[src/rtl/ssd_code_driver_if.sv]
// ssd_code_driver_if: groups the host-side capture handshake and the
// display-side outputs of ssd_code_driver.
//   load  : one-cycle request to capture new display content
//   mode  : 0 = numeric (value), 1 = text (text)
//   value : 14-bit unsigned number shown in decimal
//   text  : four 5-bit codes, [4:0] = digit 0 (rightmost)
//   busy  : capture/conversion in progress
//   code  : display code of the selected digit
//   an    : active-low digit enables
// Modports: master = host/bench side, slave = ssd_code_driver.
interface ssd_code_driver_if;
  logic        load;
  logic        mode;
  logic [13:0] value;
  logic [19:0] text;
  logic        busy;
  logic [4:0]  code;
  logic [3:0]  an;

  modport master (
    output load, mode, value, text,
    input  busy, code, an
  );

  modport slave (
    input  load, mode, value, text,
    output busy, code, an
  );
endinterface

[src/rtl/ssd_code_driver.sv]
// ssd_code_driver: captures numeric or text content for a 4-digit
// multiplexed display, converts numbers to BCD with a sequential
// shift-add-3 engine and scans the four digits.
// Ports:
//   clk : system clock, rising edge
//   rst : asynchronous active-low reset
//   bus : ssd_code_driver_if.slave (load/mode/value/text in, busy/code/an out)
// Parameters:
//   REFRESH_DIV : clk cycles each digit stays selected (2..2^20)
//   OVF_CODE    : code shown on every digit when value > 9999
module ssd_code_driver #(
  parameter int unsigned REFRESH_DIV = 50000,
  parameter logic [4:0]  OVF_CODE    = 5'd31
) (
  input  logic              clk,
  input  logic              rst,
  ssd_code_driver_if.slave  bus
);

  localparam int unsigned PW = (REFRESH_DIV > 2) ? $clog2(REFRESH_DIV) : 1;
  localparam logic [PW-1:0] PrescMax = PW'(REFRESH_DIV - 1);

  typedef enum logic [1:0] {StIdle, StShift, StCommit} state_e;

  state_e      state_q, state_d;
  logic        capture, shift_en, commit;

  logic        mode_q;
  logic        ovf_q;
  logic [13:0] value_q;
  logic [19:0] text_q;
  logic [15:0] bcd_q, bcd_adj;
  logic [3:0]  cnt_q;

  logic [4:0]  digit_q [4];
  logic [4:0]  digit_d [4];

  logic [PW-1:0] presc_q;
  logic [1:0]    idx_q, idx_d;
  logic          presc_wrap;
  logic [3:0]    an_q;
  logic [4:0]    code_q;

  // Control FSM
  always_comb begin
    state_d  = state_q;
    capture  = 1'b0;
    shift_en = 1'b0;
    commit   = 1'b0;
    unique case (state_q)
      StIdle: begin
        if (bus.load) begin
          capture = 1'b1;
          // Text and overflow need no conversion
          if (bus.mode || (bus.value > 14'd9999)) state_d = StCommit;
          else                                    state_d = StShift;
        end
      end
      StShift: begin
        shift_en = 1'b1;
        if (cnt_q == 4'd13) state_d = StCommit;
      end
      StCommit: begin
        commit  = 1'b1;
        state_d = StIdle;
      end
      default: state_d = StIdle;
    endcase
  end

  always_ff @(posedge clk or negedge rst) begin
    if (!rst) state_q <= StIdle;
    else      state_q <= state_d;
  end

  // Add 3 to every nibble >= 5 before the shift
  always_comb begin
    bcd_adj = bcd_q;
    for (int i = 0; i < 4; i++) begin
      if (bcd_q[4*i +: 4] >= 4'd5) bcd_adj[4*i +: 4] = bcd_q[4*i +: 4] + 4'd3;
    end
  end

  // Capture and conversion registers
  always_ff @(posedge clk or negedge rst) begin
    if (!rst) begin
      mode_q  <= 1'b0;
      ovf_q   <= 1'b0;
      value_q <= '0;
      text_q  <= '0;
      bcd_q   <= '0;
      cnt_q   <= '0;
    end else if (capture) begin
      mode_q  <= bus.mode;
      ovf_q   <= !bus.mode && (bus.value > 14'd9999);
      value_q <= bus.value;
      text_q  <= bus.text;
      bcd_q   <= '0;
      cnt_q   <= '0;
    end else if (shift_en) begin
      bcd_q   <= {bcd_adj[14:0], value_q[13]};
      value_q <= {value_q[12:0], 1'b0};
      cnt_q   <= cnt_q + 4'd1;
    end
  end

  // Digit registers change only in COMMIT, all four together
  always_comb begin
    digit_d = digit_q;
    if (commit) begin
      for (int i = 0; i < 4; i++) begin
        if (mode_q)     digit_d[i] = text_q[5*i +: 5];
        else if (ovf_q) digit_d[i] = OVF_CODE;
        else            digit_d[i] = {1'b0, bcd_q[4*i +: 4]};
      end
    end
  end

  // Free-running digit scan
  assign presc_wrap = (presc_q == PrescMax);
  assign idx_d      = presc_wrap ? idx_q + 2'd1 : idx_q;

  always_ff @(posedge clk or negedge rst) begin
    if (!rst) begin
      presc_q <= '0;
      idx_q   <= '0;
      an_q    <= 4'b1110;
      code_q  <= '0;
      for (int i = 0; i < 4; i++) digit_q[i] <= '0;
    end else begin
      presc_q <= presc_wrap ? '0 : presc_q + PW'(1);
      idx_q   <= idx_d;
      digit_q <= digit_d;
      // Look-ahead on index and digits so a commit landing on a digit
      // advance shows new content on the new digit immediately
      an_q    <= ~(4'b0001 << idx_d);
      code_q  <= digit_d[idx_d];
    end
  end

  assign bus.busy = (state_q != StIdle);
  assign bus.an   = an_q;
  assign bus.code = code_q;

endmodule

[src/flat_wrapper.sv]
// flat-port wrapper written by rule: the top's interface ports become plain ports
module ssd_code_driver_flat 
#(
  parameter int unsigned REFRESH_DIV = 50000,
  parameter logic [4:0]  OVF_CODE    = 5'd31
)
  (clk, rst, bus_load, bus_mode, bus_value, bus_text, bus_busy, bus_code, bus_an);
  ssd_code_driver_if bus_i ();
  input  logic clk;
  input  logic rst;
  input wire logic [$bits(bus_i.load)-1:0] bus_load;
  input wire logic [$bits(bus_i.mode)-1:0] bus_mode;
  input wire logic [$bits(bus_i.value)-1:0] bus_value;
  input wire logic [$bits(bus_i.text)-1:0] bus_text;
  output wire logic [$bits(bus_i.busy)-1:0] bus_busy;
  output wire logic [$bits(bus_i.code)-1:0] bus_code;
  output wire logic [$bits(bus_i.an)-1:0] bus_an;
  assign bus_i.load = bus_load;
  assign bus_i.mode = bus_mode;
  assign bus_i.value = bus_value;
  assign bus_i.text = bus_text;
  assign bus_busy = bus_i.busy;
  assign bus_code = bus_i.code;
  assign bus_an = bus_i.an;
  ssd_code_driver #(.REFRESH_DIV(REFRESH_DIV), .OVF_CODE(OVF_CODE)) u_core (.clk(clk), .rst(rst), .bus(bus_i));
endmodule
[config.mk]
export PLATFORM = sky130hd
export DESIGN_NAME = ssd_code_driver_flat
export DESIGN_NICKNAME = d
export VERILOG_FILES = /design/src/rtl/ssd_code_driver_if.sv /design/src/rtl/ssd_code_driver.sv /design/src/flat_wrapper.sv
export SDC_FILE = /design/constraint.sdc
export NUM_CORES = 1
export LEC_CHECK = 0
export CAP_MARGIN = 5
export CORE_MARGIN = 2
export CORE_UTILIZATION = 40
export DETAILED_ROUTE_END_ITERATION = 10
export GPL_ROUTABILITY_DRIVEN = 1
export GPL_TIMING_DRIVEN = 0
export MAX_ROUTING_LAYER = met4
export PLACE_DENSITY = 0.69
export SLEW_MARGIN = 5
export SYNTH_ARGS = -nofsm -noshare
export SYNTH_HDL_FRONTEND = slang
export SYNTH_SLANG_ARGS = --single-unit
export TNS_END_PERCENT = 20
[constraint.sdc]
create_clock -name clk -period 2.4 [get_ports clk]
set_input_delay 0.36 -clock clk [delete_from_list [all_inputs] [get_ports clk]]
set_output_delay 0.36 -clock clk [all_outputs]
set_load 0.02 [all_outputs]
* Word level (Yosys, flattened, before mapping)
Cells that the tools add are included.
Storage, ports and cells: word-level logic and storage cells 76, output and inout port bits 10, register bits 105, input port bits 38
Operators by class: equal/unequal tests 6, shifts and indexed selects 1, add/sub/neg operators 7, muxes and demuxes 32, reductions and logical operators 7, bitwise gates (word level) 2, order comparisons 6
Operators by type and width (number):
- 5-bit 2-to-1 mux | 10
- 16-bit 2-to-1 mux | 3
- 14-bit 2-to-1 mux | 2
- 20-bit 2-to-1 mux | 1
- 4-bit 2-to-1 mux | 5
- 16-bit by 1-bit adder with 16-bit output, second input constant | 1
- 16-bit == test, second input constant | 1
- 4-bit by 3-bit greater-or-equal comparator with 1-bit output, second input constant | 4
- 14-bit greater-than comparator, second input constant | 1
- 4-bit by 2-bit adder with 4-bit output, second input constant | 3
- 5-bit binary-select mux with 2-bit select | 1
- 2-bit 2-to-1 mux | 4
- 4-bit by 1-bit adder with 4-bit output, second input constant | 1
- 4-bit == test, second input constant | 1
- 1-bit 2-to-1 mux | 4
- 4-bit NOT | 1
- 2-bit one-hot mux with 2 select lines | 1
- 2-bit nonzero test | 2
- 1-bit by 2-bit left shift with 4-bit output, first input constant | 1
- 3-bit by 2-bit adder with 3-bit output, second input constant | 1
- 3-bit greater-or-equal comparator, second input constant | 1
- 3-bit 2-to-1 mux | 1
- 2-bit NOT with 3-bit output | 1
- 2-bit by 1-bit adder with 2-bit output, second input constant | 1
- other kinds (9) | 9

* Logic depth before layout (Yosys ltp)
Gate-level depths: netlist (run 1).
depth in word-level cells 6, mapped depth 8, mapped depth without buffers 7

* Least setup slack after synthesis (run 1)
No wires, ideal clock.
path type reg-to-reg, from register u_core.presc_q[5], to register u_core.code_q[0] (netlist: u_core.bus.code[0]), slack 0.592 ns, path buffers 1, clock period less this slack 1.808 ns, stages on the path, launching flop included 7, library setup time 0.123 ns, required time 2.277 ns, arrival time 1.685 ns, cell sequence dfrtp_1 > or4b_1 > nor4_2 > buf_4 > nand2_1 > a21oi_1 > nor3_2
On the way: longest elaborated chain between the ends 6
RTL lines:
- start, declared | line ssd_code_driver.sv:38 | logic [PW-1:0] presc_q;
- start signal, assigned | line ssd_code_driver.sv:131 | presc_q <= presc_wrap ? '0 : presc_q + PW'(1);
- 16-bit == test | line ssd_code_driver.sv:120 | assign presc_wrap = (presc_q == PrescMax);
- 2-bit 2-to-1 mux | line ssd_code_driver.sv:121 | assign idx_d = presc_wrap ? idx_q + 2'd1 : idx_q;
- 2-bit NOT with 3-bit output (implied by the code) | line ssd_code_driver.sv:137 | code_q <= digit_d[idx_d];
- 5-bit binary-select mux with 2-bit select | line ssd_code_driver.sv:137
- 5-bit 2-to-1 mux (implied by the code) (2 in series) | line ssd_code_driver.sv:137
- end signal, assigned | line ssd_code_driver.sv:137
- end, declared | line ssd_code_driver.sv:42 | logic [4:0] code_q;
Every way passes these cells. The select of a mux whose other input is x is not followed. A chain may end at the register's enable or synchronous reset.

* Final worst setup path (run 1)
from register u_core.presc_q[5], to register u_core.code_q[1] (netlist: u_core.bus.code[1])
Same word-level chain as after synthesis.

==> results of run 1 <==
## final timing paths
check	startpoint	endpoint	slack, ns	cells past startpoint
max in group asynchronous	rst	u_core.cnt_q[2]	1.68	2
min in group clk	u_core.text_q[19]	u_core.text_q[19]	0.48	2
max reg2reg	u_core.presc_q[5]	u_core.bus.code[1]	0.39	6
max	u_core.presc_q[5]	u_core.bus.code[1]	0.39	6
min	rst	u_core.digit_q[2]	0.02	1
min reg2reg	u_core.text_q[19]	u_core.text_q[19]	0.48	2
## cell type report
cell class / instances / area [um^2] / area share, %
Clock buffer: 11 / 233 / 3.97
Tap cell: 147 / 184 / 3.14
Multi-Input combinational cell: 360 / 2060 / 35.2
Clock inverter: 5 / 104 / 1.77
Sequential cell: 105 / 2630 / 44.9
Buffer: 25 / 103 / 1.75
Inverter: 13 / 48.8 / 0.833
Timing Repair Buffer: 48 / 495 / 8.46
## metrics by stage
step | instances | setup TNS (ns) | util (%) | setup slack [ns] | hold slack [ns]
6_report | 714 | 0 | 49.2 | 0.391 | 0.0191
5_1_grt | 714 | 0 | 49.2 | 0.296 | 0.0695
4_1_cts | 714 | 0 | 49.2 | 0.364 | 0.0354
3_5_place_dp | 698 | 0 | 46.4 | 0.371 | 0.408
3_3_place_gp | 697 | -301.80 | 46.1 | -2.92 | 0.455
2_1_floorplan | 503 | 0 | - | 0.592 | 0.0644
## placed cells by master (no fill, tap or decap), drive strengths merged, types with 2 or more instances in the layout
master / count
or2: 2
nor3: 5
bufinv: 3
dfstp: 3
nand4: 2
nand3: 24
o31ai: 7
nand2b: 7
o32ai: 3
a21oi: 25
and2: 3
nor2b: 6
xor2: 9
dfrtp: 102
o22ai: 9
or2b: 2
buf: 5
o221ai: 8
o21ai: 24
clkdlybuf4s50: 46
xnor2: 12
nand2: 132
nor3b: 2
ha: 11
a211oi: 2
nor4: 3
and3: 2
mux2: 3
clkbuf: 33
a22oi: 13
nor2: 24
inv: 12
and4: 2
a32oi: 4
clkinv: 3
a32o: 4
## logic make-up after synthesis
group | synth area share (%)
mux | 0.904
flops | 54.3
simple gates | 21.3
xor+xnor | 3.80
compound gates | 13.7
buf+inv | 3.13
fa+ha+maj | 2.84
## Yosys cell counts (2+ instances only)
master    count  area (um^2)
xor2_1        9         78.8
clkbuf_1     22         82.6
a32oi_1       4         35.0
nor2b_1       6         37.5
inv_1        12         45.0
nor4_1        2         12.5
buf_4         2         15.0
nand4_1       2         12.5
o31ai_1       7         52.6
dfrtp_1     102         2550
a22oi_1      13         97.6
a211oi_1      2         15.0
nor2_1       24         90.1
and2_1        3         18.8
nand2b_1      7         43.8
nor3_2        4         40.0
and3_1        2         12.5
nand2_1     132          495
o221ai_1      8         70.1
a21oi_1      25          125
nor3b_1       2         15.0
o22ai_1       9         56.3
nand3_1      23          115
dfstp_2       3         78.8
and4_1        2         17.5
o21ai_0      24          120
mux2_2        3         33.8
or2_2         2         12.5
o32ai_1       3         26.3
ha_1         11          138
xnor2_1      12          105
a32o_1        4         40.0
## metal layers
layer  vias up  global-route usage [%]  wire length (um)
met5         -                       -                 0
met4         0                    6.02               163
met3        14                    3.61               569
met2        99                    28.7              5050
met1      1879                    23.8              4890
li1       1858                       -                 -
## state kept, by name, summed over array words and instances (netlist names)
register / cells
u_core.digit_q: 20
u_core.cnt_q: 4
u_core.value_q: 14
u_core.bcd_q: 16
u_core.bus.code: 5
u_core.bus.an: 4
u_core.state_q: 2
u_core.presc_q: 16
u_core.ovf_q: 1
u_core.mode_q: 1
u_core.idx_q: 2
u_core.text_q: 20
## worst reg2reg max path, cell delays in order (launching register included)
cell and delay (ns):
dfrtp_1 0.41, or4b_1 0.56, nor4_2 0.27, buf_4 0.22, nand2_1 0.15, a21oi_1 0.22
nor3_2 0.06
## report_power, final
part / leakage (nW) / internal, mW / total [mW] / switching [mW]
Sequential: 1.34 / 2.33 / 2.68 / 0.354
Combinational: 1.12 / 0.721 / 1.90 / 1.18
Clock: 0.164 / 1.02 / 1.65 / 0.629
==> summary.txt, run 1 <==
Synthesis
  • Cells after synthesis: 503
  • FF+latch count, synth: 105
  • Async set or reset register ratio after synthesis: 100%
  • Avg Cell Area, Syn: 9.63 um^2
  • Syn nets: 552
  • Number of synthesized flops with an enable pin: 0
  • Sequential share of the synthesized area: 54.3%
  • Synth Flop Type: dfrtp_1
  • Synth cell types: 49
  • Mapped cell area: 0.00484 mm^2
  • Synth warn: 0

STA
  • Slew headroom: 60.0%
  • Worst slew pin tran: 0.600 ns
  • Max Freq: 498 MHz
  • Final Cycle Share: 83.7%
  • Endpoints failing hold: 0
  • Final setup violation count: 0
  • Tmin final: 2.01 ns
  • Max-slew violation count: 0
  • Final clock skew: 0.00910 ns
  • Unrepaired setup endpoints after global routing: false

Clock tree
  • # hold bufs at CTS: 0
  • Worst-path clk slew: 0.07 ns
  • CTS tree: yes
  • Clk sinks: 105
  • Setup Buffers After CTS: 0
  • Skew-Pair Late Insertion Delay: 0.35 ns
  • Post_cts resized: 0
  • CTS max path bufs: 2
  • Clk root buf: clkbuf_16
  • CTS H-tree depth: 3
  • Total CTS buffers: 9

Critical path
  • Worst EP arrival: 2.23 ns
  • Cell family with most CP delay: simple AND/OR/NAND/NOR gates
  • Worst Setup Start Kind: flop
  • Slowest library cell on the worst path: or4b_1
  • Cell-by-cell trace of the critical path: or4b_1, nor4_2, buf_4, nand2_1, a21oi_1, nor3_2
  • CP max stage delay: 0.56 ns
  • Crit path buffers/inverters: 1
  • CP Class: flop to flop
  • WP data required: 2.62 ns
  • Worst-path maximum fanout: 10
  • Crit path capture type: flop

Layout
  • P&R area growth vs syn: 21.0%
  • Final net count: 611
  • FILL cells: 1104
  • Antenna Cells: 0
  • Share of layout cells above drive strength 1: 6.53%
  • Post-layout instance area: 0.00586 mm^2

Global route
  • First-pass GRT wire length: 18200 um
  • Initial antenna violation count: 0
  • Grt ovf: 0
  • Largest net degree at the start of global routing: 62
  • Vias in the first global route: 3740
  • GRT Util Overall: 18.2%

Floorplanning
  • I/O Pins: 48
  • Die W: 114 um
  • Die Y: 114 um
  • Initial Util: 40.7%
  • Num rows: 40
  • CORE AREA: 0.0119 mm^2
  • Die Area: 0.0130 mm^2

Detailed routing
  • Initial DRT Pass Iterations: 5
  • Avg Vias per Cell: 5.39
  • Routed WL per cell: 15.0 um
  • DRC viols: 0
  • WL final: 10700 um
  • Post-DRT Antenna Nets: 0
  • Via count: 3850
  • Iter 0 DRT Violations: 209

Placed design
  • Placer Congestion: 0.846
  • Placed inst area: 0.00552 mm^2
  • Port Buf Inserts: 47
  • Detailed Place HPWL: 7810 um

Run status
  • Status: finished clean

Power
  • Maximum vdd ir drop: 0.000532 V
  • Final Power: 6.24 mW
  • Power Density: 1060 mW/mm^2
  • Pleak: 2.63 nW

Min path
  • Hold Path Class: input pin to asynchronous set/reset pin

Run
  • Max Cap Viol: 0
Power figures use the tool's default switching activity.
==> run 2: changes to the inputs <==
- PLACE_DENSITY: 0.69 -> 0.72
- clock period: 2.4 -> 1.8 ns (I/O delays scaled with it)
==> run 2 against run 1 <==
Effect of this change:
- total power up 30%
- sequential cell count unchanged
- combinational power up 39%
- clock skew up 0.0022 ns
- utilization up 1.0 points
- largest cell class unchanged
- non-clock buffer count up 5
- design area up 2.1%
- sequential share of layout area down 0.91 points
- die area unchanged
- critical path type unchanged
- register-to-register slack worse by 0.54 ns
- critical path depth unchanged
- critical endpoint is now u_core.bus.code[0]
- the flow now finishes with violations (negative setup slack)
==> summary.txt, run 2 (same netlist as run 1, synthesis figures left out) <==
Clock tree
  • CTS tree: yes
  • Skew-Pair Late Insertion Delay: 0.36 ns (about the same)
  • Clk root buf: clkbuf_16
  • Worst-path clk slew: 0.08 ns (about the same)
  • Total CTS buffers: 9 (unchanged)
  • CTS H-tree depth: 3 (unchanged)
  • CTS max path bufs: 2 (unchanged)
  • Clk sinks: 105 (unchanged)
  • # hold bufs at CTS: 0 (unchanged)

Critical path
  • CP max stage delay: 0.54 ns (-0.02 ns)
  • Crit path capture type: flop
  • Crit path buffers/inverters: 1 (unchanged)
  • Reg2Reg Setup Slack: -0.15 ns (-0.54 ns)
  • WP data required: 2.04 ns (-0.58 ns)
  • Slowest library cell on the worst path: or4bb_1
  • Cell family with most CP delay: simple AND/OR/NAND/NOR gates
  • Worst EP arrival: 2.19 ns (-0.04 ns)
  • CP Class: flop to flop
  • Worst Setup Start Kind: flop
  • Cell-by-cell trace of the critical path: or4bb_1, nor4_4, buf_6, nand3b_4, a21oi_2, nor3_2
  • Worst-path maximum fanout: 6 (-4)

STA
  • Hold_ws: 0.0102 ns (-0.00889 ns)
  • Unrepaired setup endpoints after global routing: true
  • Final Cycle Share: 108% (+25 points)
  • Final clock skew: 0.0113 ns (+0.00219 ns)
  • Max-slew violation count: 0 (unchanged)
  • Endpoints failing hold: 0 (unchanged)
  • Worst setup margin: -0.151 ns (-0.541 ns)
  • Slew headroom: 42.6% (-17 points)
  • Final setup violation count: 19 (+19)
  • Tmin final: 1.95 ns (-0.0585 ns)
  • Worst slew pin tran: 0.861 ns (+0.261 ns)
  • Max Freq: 513 MHz (+3.0%)

Layout
  • Post-layout instance area: 0.00598 mm^2 (+2.1%)
  • Most frequent cells in the layout: 130 x nand2_1, 101 x dfrtp_1, 45 x clkdlybuf4s50_1
  • Share of layout cells above drive strength 1: 12.4% (+5.9 points)
  • P&R area growth vs syn: 23.5%
  • Post-route insts no fill: 719 (+0.70%)
  • Top flop regs: u_core.digit_q x20, u_core.text_q x20
  • Commonest non-fill, non-tap cell in the layout: nand2_1
  • Antenna Cells: 0 (unchanged)
  • Fin util: 50.2% (+1.0 points)
  • Final net count: 616 (+0.82%)

Global route
  • Largest net degree at the start of global routing: 67 (+8.1%)
  • Vias in the first global route: 3981 (+6.4%)
  • GRT Util Overall: 19.5% (+1.3 points)
  • First-pass GRT wire length: 19400 um (+6.8%)
  • Grt ovf: 0 (unchanged)
  • Initial antenna violation count: 0 (unchanged)

Detailed routing
  • Iter 0 DRT Violations: 187 (-11%)
  • Initial DRT Pass Iterations: 4 (-1)
  • WL final: 11500 um (+7.4%)
  • Post-DRT Antenna Nets: 0 (unchanged)
  • DRC viols: 0 (unchanged)
  • Avg Vias per Cell: 5.42 (+0.54%)
  • Routed WL per cell: 15.9 um (+6.6%)
  • Via count: 3898 (+1.2%)

Power
  • Pleak: 2.72 nW (+3.3%)
  • Final Power: 8.11 mW (+30%)
  • Maximum vdd ir drop: 0.000645 V (+21%)
  • Power Density: 1360 mW/mm^2 (+27%)

Floorplanning
  • Die W: 114 um (unchanged)
  • Initial Util: 40.7% (unchanged)
  • CORE AREA: 0.0119 mm^2 (unchanged)
  • Die Y: 114 um (unchanged)
  • Num rows: 40 (unchanged)
  • I/O Pins: 48 (unchanged)
  • Die Area: 0.0130 mm^2 (unchanged)

Run
  • Max Cap Viol: 0 (unchanged)

Run status
  • Failing checks: negative setup slack
  • Status: finished, violations left

Placed design
  • Placer Congestion: 0.813 (-3.9%)
  • Port Buf Inserts: 47 (unchanged)
  • DP Cell Count: 698 (unchanged)
  • Detailed Place HPWL: 7920 um (+1.5%)
  • Placed inst area: 0.00551 mm^2 (-0.14%)

Min path
  • Hold Path Class: input pin to asynchronous set/reset pin
-- run 2: path summary, 6_finish.rpt --
path	cells past startpoint	endpoint	start
min in group clk	3	u_core.text_q[10]	bus_text[10]
worst max-delay path	6	u_core.bus.code[0]	u_core.presc_q[4]
worst min-delay path	1	u_core.digit_q[8]	rst
worst min register to register	2	u_core.text_q[14]	u_core.text_q[14]
worst max register to register	6	u_core.bus.code[0]	u_core.presc_q[4]
max in group asynchronous	2	u_core.bcd_q[13]	rst
-- run 2: repair_timing --
item,in CTS,in global routing
endpoints found under the hold margin,0,0
pin swaps,5,4
resized for setup,25,21
cloned,1,0
setup endpoints to repair,21,57
buffers inserted,3,1
-- run 2: final cells by class --
class	instances	area [um^2]
buffer	25	119
timing repair buffer	53	537
fill	1089	5930
tap	147	184
clock inverter	6	43.8
sequential	105	2630
inverter	13	52.6
clock buffer	10	239
multi-input combinational	360	2170
-- run 2: per-stage QoR --
step	setup TNS, ns	setup WS [ns]
2_1_floorplan	-0.0385	-0.00829
3_3_place_gp	-355.41	-3.40
3_5_place_dp	-4.26	-0.255
4_1_cts	-0.877	-0.128
5_1_grt	-3.36	-0.235
6_report	-1.28	-0.151
-- run 2: power breakdown --
part | switching (mW) | internal (mW)
logic | 1.67 | 0.973
clock network | 0.902 | 0.979
registers | 0.480 | 3.11
-- run 2: routing by layer --
metal	GRT usage [%]	vias up	part of all wire (%)
met5	-	-	0
met4	5.12	0	1.4
met3	5.37	17	5.5
met2	31.2	99	48
met1	24.7	1918	45
li1	-	1864	-
